--- config.mk ---
export PLATFORM = sky130hd
export DESIGN_NAME = elevator_ctrl
export DESIGN_NICKNAME = d
export VERILOG_FILES = /design/src/rtl/elevator_pkg.sv /design/src/rtl/elevator_ctrl_key_edge_sync.sv /design/src/rtl/elevator_ctrl.sv
export SDC_FILE = /design/constraint.sdc
export NUM_CORES = 1
export LEC_CHECK = 0
export CORE_ASPECT_RATIO = 1.1
export CORE_MARGIN = 4
export CORE_UTILIZATION = 40
export CTS_CLUSTER_DIAMETER = 200
export DETAILED_ROUTE_END_ITERATION = 12
export GPL_TIMING_DRIVEN = 0
export PLACE_DENSITY = 0.63
export SETUP_SLACK_MARGIN = 0.2
export SLEW_MARGIN = 20
export SYNTH_ARGS = -nofsm -noshare
export SYNTH_HDL_FRONTEND = slang
export SYNTH_HIERARCHICAL = 1
export SYNTH_SLANG_ARGS = --single-unit
--- constraint.sdc ---
create_clock -name clk -period 2.6 [get_ports clk]
set_input_delay 0.26 -clock clk [delete_from_list [all_inputs] [get_ports clk]]
set_output_delay 0.26 -clock clk [all_outputs]
set_load 0.05 [all_outputs]
--- src/rtl/elevator_pkg.sv ---
// elevator_pkg
//   Types and default constants shared by the elevator controller, display
//   and top-level stages.
//   - elev_state_t : controller FSM states (IDLE, MOVE_UP, MOVE_DOWN, DOOR)
//   - elev_dir_t   : SCAN sweep direction
//   - DEF_*        : default floor count and timing (12 MHz system clock)
//   - cnt_width()  : counter width for a cycle-count parameter (min 1 bit)
package elevator_pkg;

  typedef enum logic [1:0] {
    IDLE      = 2'd0,
    MOVE_UP   = 2'd1,
    MOVE_DOWN = 2'd2,
    DOOR      = 2'd3
  } elev_state_t;

  typedef enum logic {
    DIR_UP   = 1'b0,
    DIR_DOWN = 1'b1
  } elev_dir_t;

  localparam int DEF_FLOORS        = 4;
  localparam int DEF_TRAVEL_CYCLES = 12_000_000;  // 1 s per floor at 12 MHz
  localparam int DEF_DOOR_CYCLES   = 24_000_000;  // 2 s door dwell at 12 MHz

  // A count of n cycles runs 0..n-1, so $clog2(n) bits suffice; a 1-cycle
  // count still needs a 1-bit register.
  function automatic int cnt_width(input int n);
    return (n > 1) ? $clog2(n) : 1;
  endfunction

endpackage

--- src/rtl/elevator_ctrl_key_edge_sync.sv ---
// key_edge_sync
//   Brings asynchronous, debounced key levels into the clk domain through a
//   2-flop synchroniser and turns each rising level into a single-cycle pulse.
//   Ports:
//     clk   : system clock
//     rst_n : asynchronous active-low reset, clears every flop
//     din   : WIDTH asynchronous key levels
//     rise  : WIDTH one-cycle pulses, high in the cycle after the synchronised
//             level first reads 1 (combinational from the flops)
module key_edge_sync #(
  parameter int WIDTH = 4
) (
  input  logic             clk,
  input  logic             rst_n,
  input  logic [WIDTH-1:0] din,
  output logic [WIDTH-1:0] rise
);

  logic [WIDTH-1:0] sync1;
  logic [WIDTH-1:0] sync2;
  logic [WIDTH-1:0] sync2_q;

  always_ff @(posedge clk or negedge rst_n) begin
    if (!rst_n) begin
      sync1   <= '0;
      sync2   <= '0;
      sync2_q <= '0;
    end else begin
      sync1   <= din;
      sync2   <= sync1;
      sync2_q <= sync2;
    end
  end

  // Only the 0->1 transition of the synchronised level counts, so a key held
  // for any length of time yields exactly one pulse.
  assign rise = sync2 & ~sync2_q;

endmodule

--- src/rtl/elevator_ctrl.sv ---
// elevator_ctrl
//   Floor-request controller. Latches synchronised key presses as pending
//   requests and runs a SCAN policy: keep travelling in the current sweep
//   direction while requests remain that way, stop and open the door at
//   each requested floor, reverse when the sweep is exhausted.
//   Ports:
//     clk         : system clock
//     rst_n       : asynchronous active-low reset
//     key_req     : debounced call buttons, one per floor, asynchronous
//     cur_floor   : floor the car is at or last passed
//     dir_up      : car moving up
//     dir_down    : car moving down
//     door_open   : door open at cur_floor
//     req_pending : latched, unserviced requests
//   Build option: ELEV_DOOR_REOPEN_EN -- when defined, a press for cur_floor
//   while the door is open restarts the door timer; otherwise that press is
//   ignored.
//   Handshake: none; key_req is level-sampled, every output is a register.
module elevator_ctrl
  import elevator_pkg::*;
#(
  parameter int FLOORS        = DEF_FLOORS,
  parameter int TRAVEL_CYCLES = DEF_TRAVEL_CYCLES,
  parameter int DOOR_CYCLES   = DEF_DOOR_CYCLES
) (
  input  logic                      clk,
  input  logic                      rst_n,
  input  logic [FLOORS-1:0]         key_req,
  output logic [$clog2(FLOORS)-1:0] cur_floor,
  output logic                      dir_up,
  output logic                      dir_down,
  output logic                      door_open,
  output logic [FLOORS-1:0]         req_pending
);

  localparam int FW = $clog2(FLOORS);
  localparam int TW = cnt_width(TRAVEL_CYCLES);
  localparam int DW = cnt_width(DOOR_CYCLES);
  localparam logic [TW-1:0] TRAVEL_LAST = TW'(TRAVEL_CYCLES - 1);
  localparam logic [DW-1:0] DOOR_LAST   = DW'(DOOR_CYCLES - 1);

  elev_state_t       state;
  elev_dir_t         last_dir;
  logic [TW-1:0]     travel_cnt;
  logic [DW-1:0]     door_cnt;

  logic [FLOORS-1:0] key_rise;
  logic [FLOORS-1:0] req_set;
  logic [FLOORS-1:0] req_merged;
  logic [FW-1:0]     floor_up;
  logic [FW-1:0]     floor_dn;
  logic              above;
  logic              below;
  logic              above_up;
  logic              below_dn;
  logic              travel_done;
  logic              door_done;
`ifdef ELEV_DOOR_REOPEN_EN
  logic              door_key;
`endif

  key_edge_sync #(
    .WIDTH (FLOORS)
  ) u_key_sync (
    .clk   (clk),
    .rst_n (rst_n),
    .din   (key_req),
    .rise  (key_rise)
  );

  function automatic logic any_above(input logic [FLOORS-1:0] req,
                                     input logic [FW-1:0]     fl);
    logic hit;
    hit = 1'b0;
    for (int i = 0; i < FLOORS; i++) begin
      if (req[i] && (i > int'(fl))) hit = 1'b1;
    end
    return hit;
  endfunction

  function automatic logic any_below(input logic [FLOORS-1:0] req,
                                     input logic [FW-1:0]     fl);
    logic hit;
    hit = 1'b0;
    for (int i = 0; i < FLOORS; i++) begin
      if (req[i] && (i < int'(fl))) hit = 1'b1;
    end
    return hit;
  endfunction

  function automatic logic [FLOORS-1:0] floor_bit(input logic [FW-1:0] fl);
    logic [FLOORS-1:0] m;
    m     = '0;
    m[fl] = 1'b1;
    return m;
  endfunction

  always_comb begin
    // floor_up/floor_dn are only consumed while moving in that direction,
    // and the FSM never moves past either end, so no wrap is ever used.
    floor_up    = cur_floor + FW'(1);
    floor_dn    = cur_floor - FW'(1);
    above       = any_above(req_pending, cur_floor);
    below       = any_below(req_pending, cur_floor);
    above_up    = any_above(req_pending, floor_up);
    below_dn    = any_below(req_pending, floor_dn);
    travel_done = (travel_cnt == TRAVEL_LAST);
    door_done   = (door_cnt == DOOR_LAST);
    // A press for the floor whose door is already open is never latched.
    req_set     = key_rise;
    if (state == DOOR) req_set[cur_floor] = 1'b0;
    req_merged  = req_pending | req_set;
`ifdef ELEV_DOOR_REOPEN_EN
    door_key    = (state == DOOR) && key_rise[cur_floor];
`endif
  end

  always_ff @(posedge clk or negedge rst_n) begin
    if (!rst_n) begin
      state       <= IDLE;
      last_dir    <= DIR_UP;
      cur_floor   <= '0;
      travel_cnt  <= '0;
      door_cnt    <= '0;
      req_pending <= '0;
      dir_up      <= 1'b0;
      dir_down    <= 1'b0;
      door_open   <= 1'b0;
    end else begin
      req_pending <= req_merged;
      // Indicator outputs follow the state register one cycle later, so each
      // is high for exactly as many cycles as the FSM sits in its state.
      dir_up      <= (state == MOVE_UP);
      dir_down    <= (state == MOVE_DOWN);
      door_open   <= (state == DOOR);

      case (state)
        IDLE: begin
          travel_cnt <= '0;
          door_cnt   <= '0;
          if (req_pending[cur_floor]) begin
            state       <= DOOR;
            req_pending <= req_merged & ~floor_bit(cur_floor);
          end else if (above) begin
            state    <= MOVE_UP;
            last_dir <= DIR_UP;
          end else if (below) begin
            state    <= MOVE_DOWN;
            last_dir <= DIR_DOWN;
          end
        end

        MOVE_UP: begin
          if (travel_done) begin
            travel_cnt <= '0;
            cur_floor  <= floor_up;
            // Clearing on DOOR entry overrides a same-cycle press of that floor.
            if (req_pending[floor_up]) begin
              state       <= DOOR;
              req_pending <= req_merged & ~floor_bit(floor_up);
            end else if (!above_up) begin
              state <= IDLE;
            end
          end else begin
            travel_cnt <= travel_cnt + TW'(1);
          end
        end

        MOVE_DOWN: begin
          if (travel_done) begin
            travel_cnt <= '0;
            cur_floor  <= floor_dn;
            if (req_pending[floor_dn]) begin
              state       <= DOOR;
              req_pending <= req_merged & ~floor_bit(floor_dn);
            end else if (!below_dn) begin
              state <= IDLE;
            end
          end else begin
            travel_cnt <= travel_cnt + TW'(1);
          end
        end

        DOOR: begin
`ifdef ELEV_DOOR_REOPEN_EN
          if (door_key) begin
            door_cnt <= '0;
          end else
`endif
          if (door_done) begin
            door_cnt <= '0;
            // SCAN: finish the current sweep before turning around.
            if ((last_dir == DIR_UP) && above) begin
              state <= MOVE_UP;
            end else if ((last_dir == DIR_DOWN) && below) begin
              state <= MOVE_DOWN;
            end else if (above) begin
              state    <= MOVE_UP;
              last_dir <= DIR_UP;
            end else if (below) begin
              state    <= MOVE_DOWN;
              last_dir <= DIR_DOWN;
            end else begin
              state <= IDLE;
            end
          end else begin
            door_cnt <= door_cnt + DW'(1);
          end
        end

        default: state <= IDLE;
      endcase
    end
  end

endmodule

== Word-level counts from Yosys, hierarchy flattened ==
Cells that the tools add are included.

* Flip-flop bits (word level): 73
* Output and inout port bits: 9
* Logic and storage cells: 144

* Reduce and logical (&&, ||, !) cells: 25
* Order comparisons: 18
* Bitwise operators: 11
* Add/subtract/negate cells: 4
* Equality and inequality tests: 14
* Mux-type cells: 60

{| class="wikitable"
|+ Operators by type and width
! operator !! count
|-
| case mux 25 bit (2 select lines) || 1
|-
| case mux 24 bit (2 select lines) || 1
|-
| 2-to-1 mux 2 bit || 16
|-
| adder 25 x 1 -> 25 bit (second input constant) || 1
|-
| == test 25 bit (second input constant) || 1
|-
| 2-to-1 mux 25 bit || 1
|-
| adder 24 x 1 -> 24 bit (second input constant) || 1
|-
| == test 24 bit (second input constant) || 1
|-
| 2-to-1 mux 1 bit || 24
|-
| 2-to-1 mux 24 bit || 1
|-
| 2-to-1 mux 4 bit || 6
|-
| AND 4 bit || 5
|-
| logical AND 1 bit || 17
|-
| NOT 4 bit || 4
|-
| != test 2 bit (second input constant) || 6
|-
| case mux 4 bit (3 select lines) || 1
|-
| < comparator 2 x 3 -> 1 bit (second input constant) || 3
|-
| greater-than comparator 2 bit (first input constant) || 4
|-
| < comparator 1 x 2 -> 1 bit (first input constant) || 4
|-
| case mux 2 bit (4 select lines) || 1
|-
| binary-select mux 1 bit (select 2 bit) || 3
|-
| demux 1 bit (select 2 bit) || 3
|-
| >= comparator 2 x 1 -> 1 bit (second input constant) || 3
|-
| != test 3 x 2 -> 1 bit (second input constant) || 2
|-
| other kinds (17) || 22
|}

== Depth between registers and ports, before layout ==
Gate-level depths: netlist of the first run.

* Word-level depth: 12
* Mapped depth: 8
* Gate-level depth less buffers: 7

== Modules after synthesis ==
Netlist of the first run, hierarchy kept.

{| class="wikitable"
|+ By module, submodules not included
! module !! instances !! area each (um^2) !! seq. area each (um^2) !! cells each
|-
| elevator_ctrl || 1 || 3636.0 || 1526.5 || 402
|-
| key_edge_sync || 1 || 355.3 || 300.3 || 16
|}

== Worst setup path after synthesis of the first run ==
No wires, ideal clock.

* Path kind: register to register
* From: register cur_floor[0]
* To: register state[0]
* Period minus slack after synthesis: 2.733 ns
* Required time: 2.521 ns
* Path slack: -0.133 ns
* Buffers on the path: 1
* Stages on the path, launching flop included: 9
* Setup time: 0.079 ns
* Arrival time: 2.654 ns
* Path through: dfrtp_1 inv_1 ha_1 clkbuf_1 mux4_2 a311o_1 o31ai_1 a2111o_1 mux2i_1

* Word-level cells in the longest chain between the ends: 10
* Elaborated cells between the ends (all ways): 61
* Classes of those cells: add/sub (2); order compare (12); eq/ne (3); mux (29); reduce/logical (15)

{| class="wikitable"
|+ RTL lines
! element !! RTL line !! text
|-
| from (decl) || elevator_ctrl.sv:29 || <nowiki>output logic [$clog2(FLOORS)-1:0] cur_floor,</nowiki>
|-
| from (signal assigned) || elevator_ctrl.sv:156 || <nowiki>cur_floor <= floor_up;</nowiki>
|-
| from (signal assigned) || elevator_ctrl.sv:172 || <nowiki>cur_floor <= floor_dn;</nowiki>
|-
| greater-than comparator 1 x 2 -> 1 bit / < comparator 1 x 2 -> 1 bit (equally long branches) || elevator_ctrl.sv:76, elevator_ctrl.sv:86 ||
|-
| logical AND 1 bit, on equally long branches || elevator_ctrl.sv:76, elevator_ctrl.sv:86 ||
|-
| 2-to-1 mux 1 bit, on equally long branches (3 in series) || elevator_ctrl.sv:76, elevator_ctrl.sv:86 ||
|-
| 2-to-1 mux 2 bit / logical AND 1 bit (equally long branches) || elevator_ctrl.sv:197, elevator_ctrl.sv:195 ||
|-
| 2-to-1 mux 2 bit || elevator_ctrl.sv:195 || <nowiki>end else if ((last_dir == DIR_DOWN) && below) begin</nowiki>
|-
| 2-to-1 mux 2 bit || elevator_ctrl.sv:193 || <nowiki>if ((last_dir == DIR_UP) && above) begin</nowiki>
|-
| 2-to-1 mux 2 bit || elevator_ctrl.sv:190 || <nowiki>if (door_done) begin</nowiki>
|-
| case mux 2 bit (4 select lines) || elevator_ctrl.sv:137 || <nowiki>case (state)</nowiki>
|-
| to (signal assigned) || elevator_ctrl.sv:194 || <nowiki>state <= MOVE_UP;</nowiki>
|-
| to (signal assigned) || elevator_ctrl.sv:196 || <nowiki>state <= MOVE_DOWN;</nowiki>
|-
| to (signal assigned) || elevator_ctrl.sv:198 || <nowiki>state <= MOVE_UP;</nowiki>
|-
| to (decl) || elevator_ctrl.sv:42 || <nowiki>elev_state_t state;</nowiki>
|}

Several ways; a longest one is shown, not always the timed one. The select of a mux whose other input is x is not followed.
A chain may end at the register's enable or synchronous reset.

== Final worst setup path of the first run ==
* From: register state[1]
* To: register travel_cnt[23]

* Word-level cells in the longest chain between the ends: 3
* Elaborated cells between the ends (all ways): 6
* Classes of those cells: eq/ne (2); mux (1); reduce/logical (3)

{| class="wikitable"
|+ RTL lines
! element !! RTL line !! text
|-
| from (signal assigned) || elevator_ctrl.sv:120 || <nowiki>state <= IDLE;</nowiki>
|-
| from (signal assigned) || elevator_ctrl.sv:142 || <nowiki>state <= DOOR;</nowiki>
|-
| from (signal assigned) || elevator_ctrl.sv:145 || <nowiki>state <= MOVE_UP;</nowiki>
|-
| == test 2 x 1 -> 1 bit / == test 2 bit (equally long branches) || elevator_ctrl.sv:137 ||
|-
| OR reduction 2 bit (no source line) || -- ||
|-
| case mux 24 bit (2 select lines) / nonzero test 2 bit (equally long branches) || -- ||
|-
| to (signal assigned) || elevator_ctrl.sv:165 || <nowiki>travel_cnt <= travel_cnt + TW'(1);</nowiki>
|-
| to (signal assigned) || elevator_ctrl.sv:180 || <nowiki>travel_cnt <= travel_cnt + TW'(1);</nowiki>
|-
| to (decl) || elevator_ctrl.sv:44 || <nowiki>logic [TW-1:0] travel_cnt;</nowiki>
|}

Several ways; a longest one is shown, not always the timed one.

==> impl_metrics.yaml, run 1 <==
placement:
  dp_slack_ns: -0.131
  globalplace.congestion: 0.888
  dp.cells: 550
  dpl.hpwl_mm: 5.83
  io_buffers: 14
power:
  peakVddDrop_mv: 0.330
  p_leak_nw: 1.92
  p_total_mw: 3.90
  power.density_nw_per_um2: 819
finish:
  fin_nets: 476
  antenna_cells: 0
  mostFrequentLayoutCell: "dfrtp_1"
  area_growth_syn_to_layout_pct: 19.3
  finalNonFillerCells: 579
  fill_cells: 850
  final_cell_mix: "dfrtp_1 (71), nor2_1 (43), nand2_1 (38)"
  ff_latch_area_um2: 1830
  layout-drive-gt1-share_pct: 16.7
  multiInputGateArea_um2: 2170
clock_network:
  clock_latency_ns: 0.35
  htree_levels: 3
  numCtsBuffers: 9
  cts_max_path_buffers: 2
  clkSlewWorstSetupHoldPaths_ns: 0.08
  cts_root_buf: "clkbuf_8"
  cts_tree: "yes"
  clock-sinks: 73
worst_setup_path:
  critical_path_class: "reg -> reg"
  reg2reg_depth: 7
  worstPathCellList: "ha_2, clkbuf_8, or4b_4, buf_6, or3_4, or4_4, a21oi_2"
  critPathBufInv: 2
  required_ns: 2.88
  cp_max_fo: 4
  crit_path_end_kind: "register"
  r2r_end: "travel_cnt[23]"
  path_delay_family: "simple AND/OR/NAND/NOR gates"
  slowest_stage: "or4b_4"
  max_stage_delay_ns: 0.51
  r2r-start: "state[1]"
  worstPathArrival_ns: 2.59
  cp-start-kind: "register"
  rrSetupSlack_ns: 0.29
timing:
  skew_ns: 0.0162
  setup-violations-final: 0
  slew_violations: 0
  min_period_over_period_pct: 89.0
  rsz0062_at_grt: "true"
  max_freq_mhz: 432
  hold_viol: 0
  setup_ws_ns: 0.286
  worst_pin_slew_ns: 0.624
  slew_headroom_pct: 58.3
  final.min_clock_period_ns: 2.31
routing:
  drc: 0
  finalWirelength_mm: 8.63
  vias: 3162
  wl_per_cell_um: 14.9
  drtIter0Drc: 245
  first_pass_iters: 5
  vias_per_cell: 5.46
  ant_nets: 0
grt:
  first_global_vias: 3023
  grtUsageTotal_pct: 15.8
  gr-total-overflow: 0
  grt_pass1_wl_mm: 14.7
  grt_antenna_before_repair: 0
  grt_max_degree: 39
die:
  fp-row-count: 37
  io_pins: 15
  start_util_pct: 41.9
  core_um2: 9540
  dieWidth_um: 103
  fp.dieArea_um2: 11600
  fp.dieH_um: 113
synth:
  synthesis.nets: 437
  synth_warnings: 6
  syn_avg_cell_area_um2: 9.55
  yosys_most_used_dff: "dfrtp_1"
  synth_area_leaders: "dfrtp_1 (46%), xnor2_1 (5.5%), nor2_1 (4.2%), ha_1 (4.1%), nand2_1 (3.6%)"
  ys_seq_area_share_pct: 45.8
  netlist_area_um2: 3990
  synth_top_area_share_pct: 45.8
  synth.distinct_cells: 55
  synthArstFlopShare_pct: 100
  yosys.area.top_type: "dfrtp_1"
  synth_cells: 418
  ys_ff_latch: 73
  synth_edf_count: 0
hold_path:
  hold_path.class: "in -> reg"
  hold_end: "u_key_sync/sync1[2]"
  hold_start: "key_req[2]"
  hold_depth: 1
status:
  status: "complete, no violations"
flow_run:
  max_cap_violations: 0
==> timing repair <==
action / 4_1_cts / 5_1_grt
pin swaps: 5 / 4
hold buffers: 1 / 0
setup endpoints to repair: 31 / 35
buffers inserted: 6 / 6
hold endpoints to repair: 35 / 0
resized for setup: 9 / 29
==> layout make-up <==
cell class | instances | area share, %
well taps | 117 | 3.07
plain buffers | 12 | 1.52
inverters | 22 | 1.81
clock inverters | 6 | 1.45
clock buffers | 10 | 2.68
multi-input cells | 311 | 45.6
repair buffers | 28 | 5.41
flip-flops and latches | 73 | 38.4
==> report_power, final <==
group	switching, mW	internal (mW)
logic	1.03	0.601
clock network	0.443	0.445
registers	0.142	1.23
==> stage by stage <==
| stage | setup TNS (ns) | utilization (%) | hold slack [ns] | instance area (µm²) |
|---|---|---|---|---|
| CTS | 0 | 48.3 | 0.319 | 4600 |
| floorplan | 0 | - | -0.0356 | 4010 |
| finish | 0 | 49.9 | 0.342 | 4760 |
| global placement | -93.28 | 45.0 | 0.333 | 4290 |
| detailed placement | -1.21 | 45.2 | 0.247 | 4310 |
| global route | 0 | 49.9 | 0.320 | 4760 |
==> worst max-delay path by stage <==
stage	from	to	slack (ns)	cells past startpoint
after global routing	state[1]	travel_cnt[2]	0.16	6
after global placement	rst_n	cur_floor[0]	-1.53	1
final	state[1]	travel_cnt[23]	0.29	7
after CTS	state[1]	travel_cnt[2]	0.16	6
after detailed placement	door_cnt[15]	door_cnt[12]	-0.13	6
after floorplan	cur_floor[0]	state[0]	0.22	8
==> sequential cells by signal, summed over array words and instances, names as in the netlist, 2 cells and up <==
| name | count |
|---|---|
| u_key_sync/sync1 | 4 |
| travel_cnt | 24 |
| cur_floor | 2 |
| door_cnt | 25 |
| req_pending | 4 |
| u_key_sync/sync2_q | 4 |
| state | 2 |
| u_key_sync/sync2 | 4 |
==> kinds of logic after synthesis <==
kind of cell / count (synthesis) / share of synthesized area [%]
compound gates: 73 / 12.5
xor+xnor: 32 / 7.02
fa+ha+maj: 13 / 4.08
buf+inv: 34 / 3.42
flops: 73 / 45.8
mux: 7 / 2.38
simple gates: 186 / 24.8
==> cells in the mapped netlist (all sizes together), types with 3 or more instances <==
| master | count |
|---|---|
| clkbuf | 10 |
| xor2 | 7 |
| inv | 22 |
| a21o | 5 |
| o31ai | 4 |
| a21oi | 21 |
| or3 | 4 |
| a221oi | 4 |
| and3 | 4 |
| a31oi | 3 |
| ha | 13 |
| nand2b | 7 |
| nor4b | 3 |
| nand3 | 22 |
| mux2i | 5 |
| dfrtp | 73 |
| nor4 | 10 |
| nand4 | 9 |
| xnor2 | 25 |
| a211oi | 3 |
| nor3 | 18 |
| nor2 | 45 |
| o21ai | 9 |
| a22o | 7 |
| nor2b | 7 |
| o22ai | 3 |
| o221ai | 3 |
| nand2 | 38 |
| or4 | 5 |
==> metal layers <==
layer	up-vias	GRT usage [%]	share of wire (%)	wire [µm]
li1	1579	-	-	-
met2	62	24.0	46	4000
met4	0	5.61	1.3	114
met1	1512	22.2	48	4170
met5	-	0	0	0
met3	9	3.33	3.9	334
Power figures use the tool's default switching activity.
==> run 2: changes to the inputs <==
Settings changed: GPL_TIMING_DRIVEN 0 to unset.
==> run 2 against run 1 <==
- clock power rose by 2.8%
- via count fell by 0.47%
- utilization fell by 2.1 points
- sequential share of layout area rose by 1.7 points
- clock skew fell by 0.0061 ns
- final area fell by 4.2%
- first-iteration DRC count fell by 25%
- critical path depth fell by 2
- power fell by 1.6%
- non-clock buffer count fell by 16
- worst hold slack got worse by 0.32 ns
- wire length fell by 2.3%
- largest cell class unchanged
- highest routed layer unchanged
==> impl_metrics.yaml, run 2 (synthesis gave the netlist of run 1 again) <==
die:
  dieWidth_um: 103
  core_um2: 9540
  io_pins: 15
  fp.dieArea_um2: 11600
  fp.dieH_um: 113
  fp-row-count: 37
  start_util_pct: 41.9
worst_setup_path:
  r2r_end: "travel_cnt[23]"
  path_depth: 5
  worstPathArrival_ns: 2.60
  reg2reg_depth: 5
  cp_max_fo: 18
  required_ns: 2.88
  r2r-start: "state[0]"
  worstPathCellList: "ha_4, or4b_4, or3_4, or4_1, a21oi_1"
  max_stage_delay_ns: 0.62
  critical_path_class: "reg -> reg"
  path_delay_family: "simple AND/OR/NAND/NOR gates"
  slowest_stage: "or4b_4"
  crit_path_end_kind: "register"
  critPathBufInv: 0
  rrSetupSlack_ns: 0.28
  cp-start-kind: "register"
clock_network:
  numCtsBuffers: 9
  clock-sinks: 73
  clkSlewWorstSetupHoldPaths_ns: 0.08
  cts_hold_buf: 0
  post_cts.repair.setup_buffers: 0
  clock_latency_ns: 0.35
  htree_levels: 3
  cts_max_path_buffers: 2
  cts_root_buf: "clkbuf_8"
  cts_tree: "yes"
grt:
  grt_max_degree: 74
  grtUsageTotal_pct: 15.7
  first_global_vias: 3043
  grt_antenna_before_repair: 0
  grt_pass1_wl_mm: 14.6
  gr-total-overflow: 0
routing:
  ant_nets: 0
  drc: 0
  first_pass_iters: 5
  wl_per_cell_um: 15.0
  vias: 3147
  finalWirelength_mm: 8.43
  drtIter0Drc: 184
  vias_per_cell: 5.59
finish:
  area_growth_syn_to_layout_pct: 14.3
  largest-register: "door_cnt"
  mostFrequentLayoutCell: "dfrtp_1"
  final_cell_mix: "dfrtp_1 (69), nor2_1 (45), nand2_1 (38)"
  finalNonFillerCells: 563
  antenna_cells: 0
  fin_nets: 460
  reg.largest.list: "door_cnt (25), travel_cnt (24)"
  fin_area_um2: 4560
  largest_reg_flops: 25
  layout-drive-gt1-share_pct: 12.1
timing:
  min_period_over_period_pct: 89.4
  rsz0062_at_grt: "true"
  hold_viol: 0
  whs_ns: 0.0201
  max_freq_mhz: 430
  setup-violations-final: 0
  slew_headroom_pct: 39.4
  slew_violations: 0
  worst_pin_slew_ns: 0.909
  skew_ns: 0.0101
  final.min_clock_period_ns: 2.32
  fin_tns_setup_ns: 0
placement:
  dpl_cell_area_um2: 4300
  io_buffers: 14
  globalplace.congestion: 0.834
  dpl.hpwl_mm: 5.83
  dp.cells: 547
power:
  p_sw_share_pct: 40.0
  p_comb_share_pct: 40.4
  peakVddDrop_mv: 0.320
  p_seq_share_pct: 35.8
  p_sw_mw: 1.53
  p_leak_nw: 1.87
  p_int_mw: 2.31
  power.density_nw_per_um2: 841
  clkPwrFrac_pct: 23.8
status:
  status: "complete, no violations"
flow_run:
  max_cap_violations: 0
hold_path:
  hold_path.class: "in -> async"
run 2: cell count changes in the layout (fill, tap and decap cells not counted), sizes merged:
cell	before	now
clkinvlp	5	0
inv	21	22
dlygate4sd3	1	0
buf	17	11
clkinv	1	4
clkbuf	19	11
run 2: metrics by stage:
stage                     total power, mW  worst slack [ns]  util [%]
after floorplan                      2.42             0.218         -
after global placement               2.90             0.267      45.1
after detailed placement             2.93             0.201      45.1
after CTS                            3.86             0.210      47.3
after global routing                 4.11             0.177      47.8
final                                3.84             0.277      47.8
run 2: final cells by class:
class / count / area (µm²)
fill: 866 / 4970
multi-input combinational: 311 / 2080
sequential: 73 / 1830
timing repair buffer: 24 / 213
clock buffer: 11 / 151
tap: 117 / 146
inverter: 22 / 82.6
clock inverter: 5 / 53.8
run 2: repair_timing:
item	in CTS	in global routing
gates resized for setup	1	10
endpoints found under the hold margin	0	0
endpoints found under the setup margin	2	20
pin swaps	0	1
run 2: power groups by stage:
stage | clock network, mW | logic (mW) | registers (mW)
after global routing | 0.993 | 1.72 | 1.39
after floorplan | 0 | 0.895 | 1.52
final | 0.912 | 1.55 | 1.38
after CTS | 0.942 | 1.55 | 1.36
after detailed placement | 0 | 1.54 | 1.39
after global placement | 0 | 1.52 | 1.38
run 2: per-layer routing:
| layer | vias to the layer above | GRT usage, % | wire [µm] |
|---|---|---|---|
| met2 | 61 | 23.2 | 4000 |
| met1 | 1536 | 22.0 | 4040 |
| li1 | 1541 | - | - |
| met3 | 9 | 3.70 | 284 |
| met5 | - | 0 | 0 |
| met4 | 0 | 6.82 | 104 |
run 2: worst max-delay path by stage:
stage,endpoint,slack [ns],start
after floorplan,state[0],0.22,cur_floor[0]
after global placement,travel_cnt[23],0.27,state[1]
after detailed placement,travel_cnt[23],0.20,state[0]
after CTS,travel_cnt[23],0.21,state[1]
after global routing,state[1],0.18,cur_floor[0]
final,travel_cnt[23],0.28,state[0]
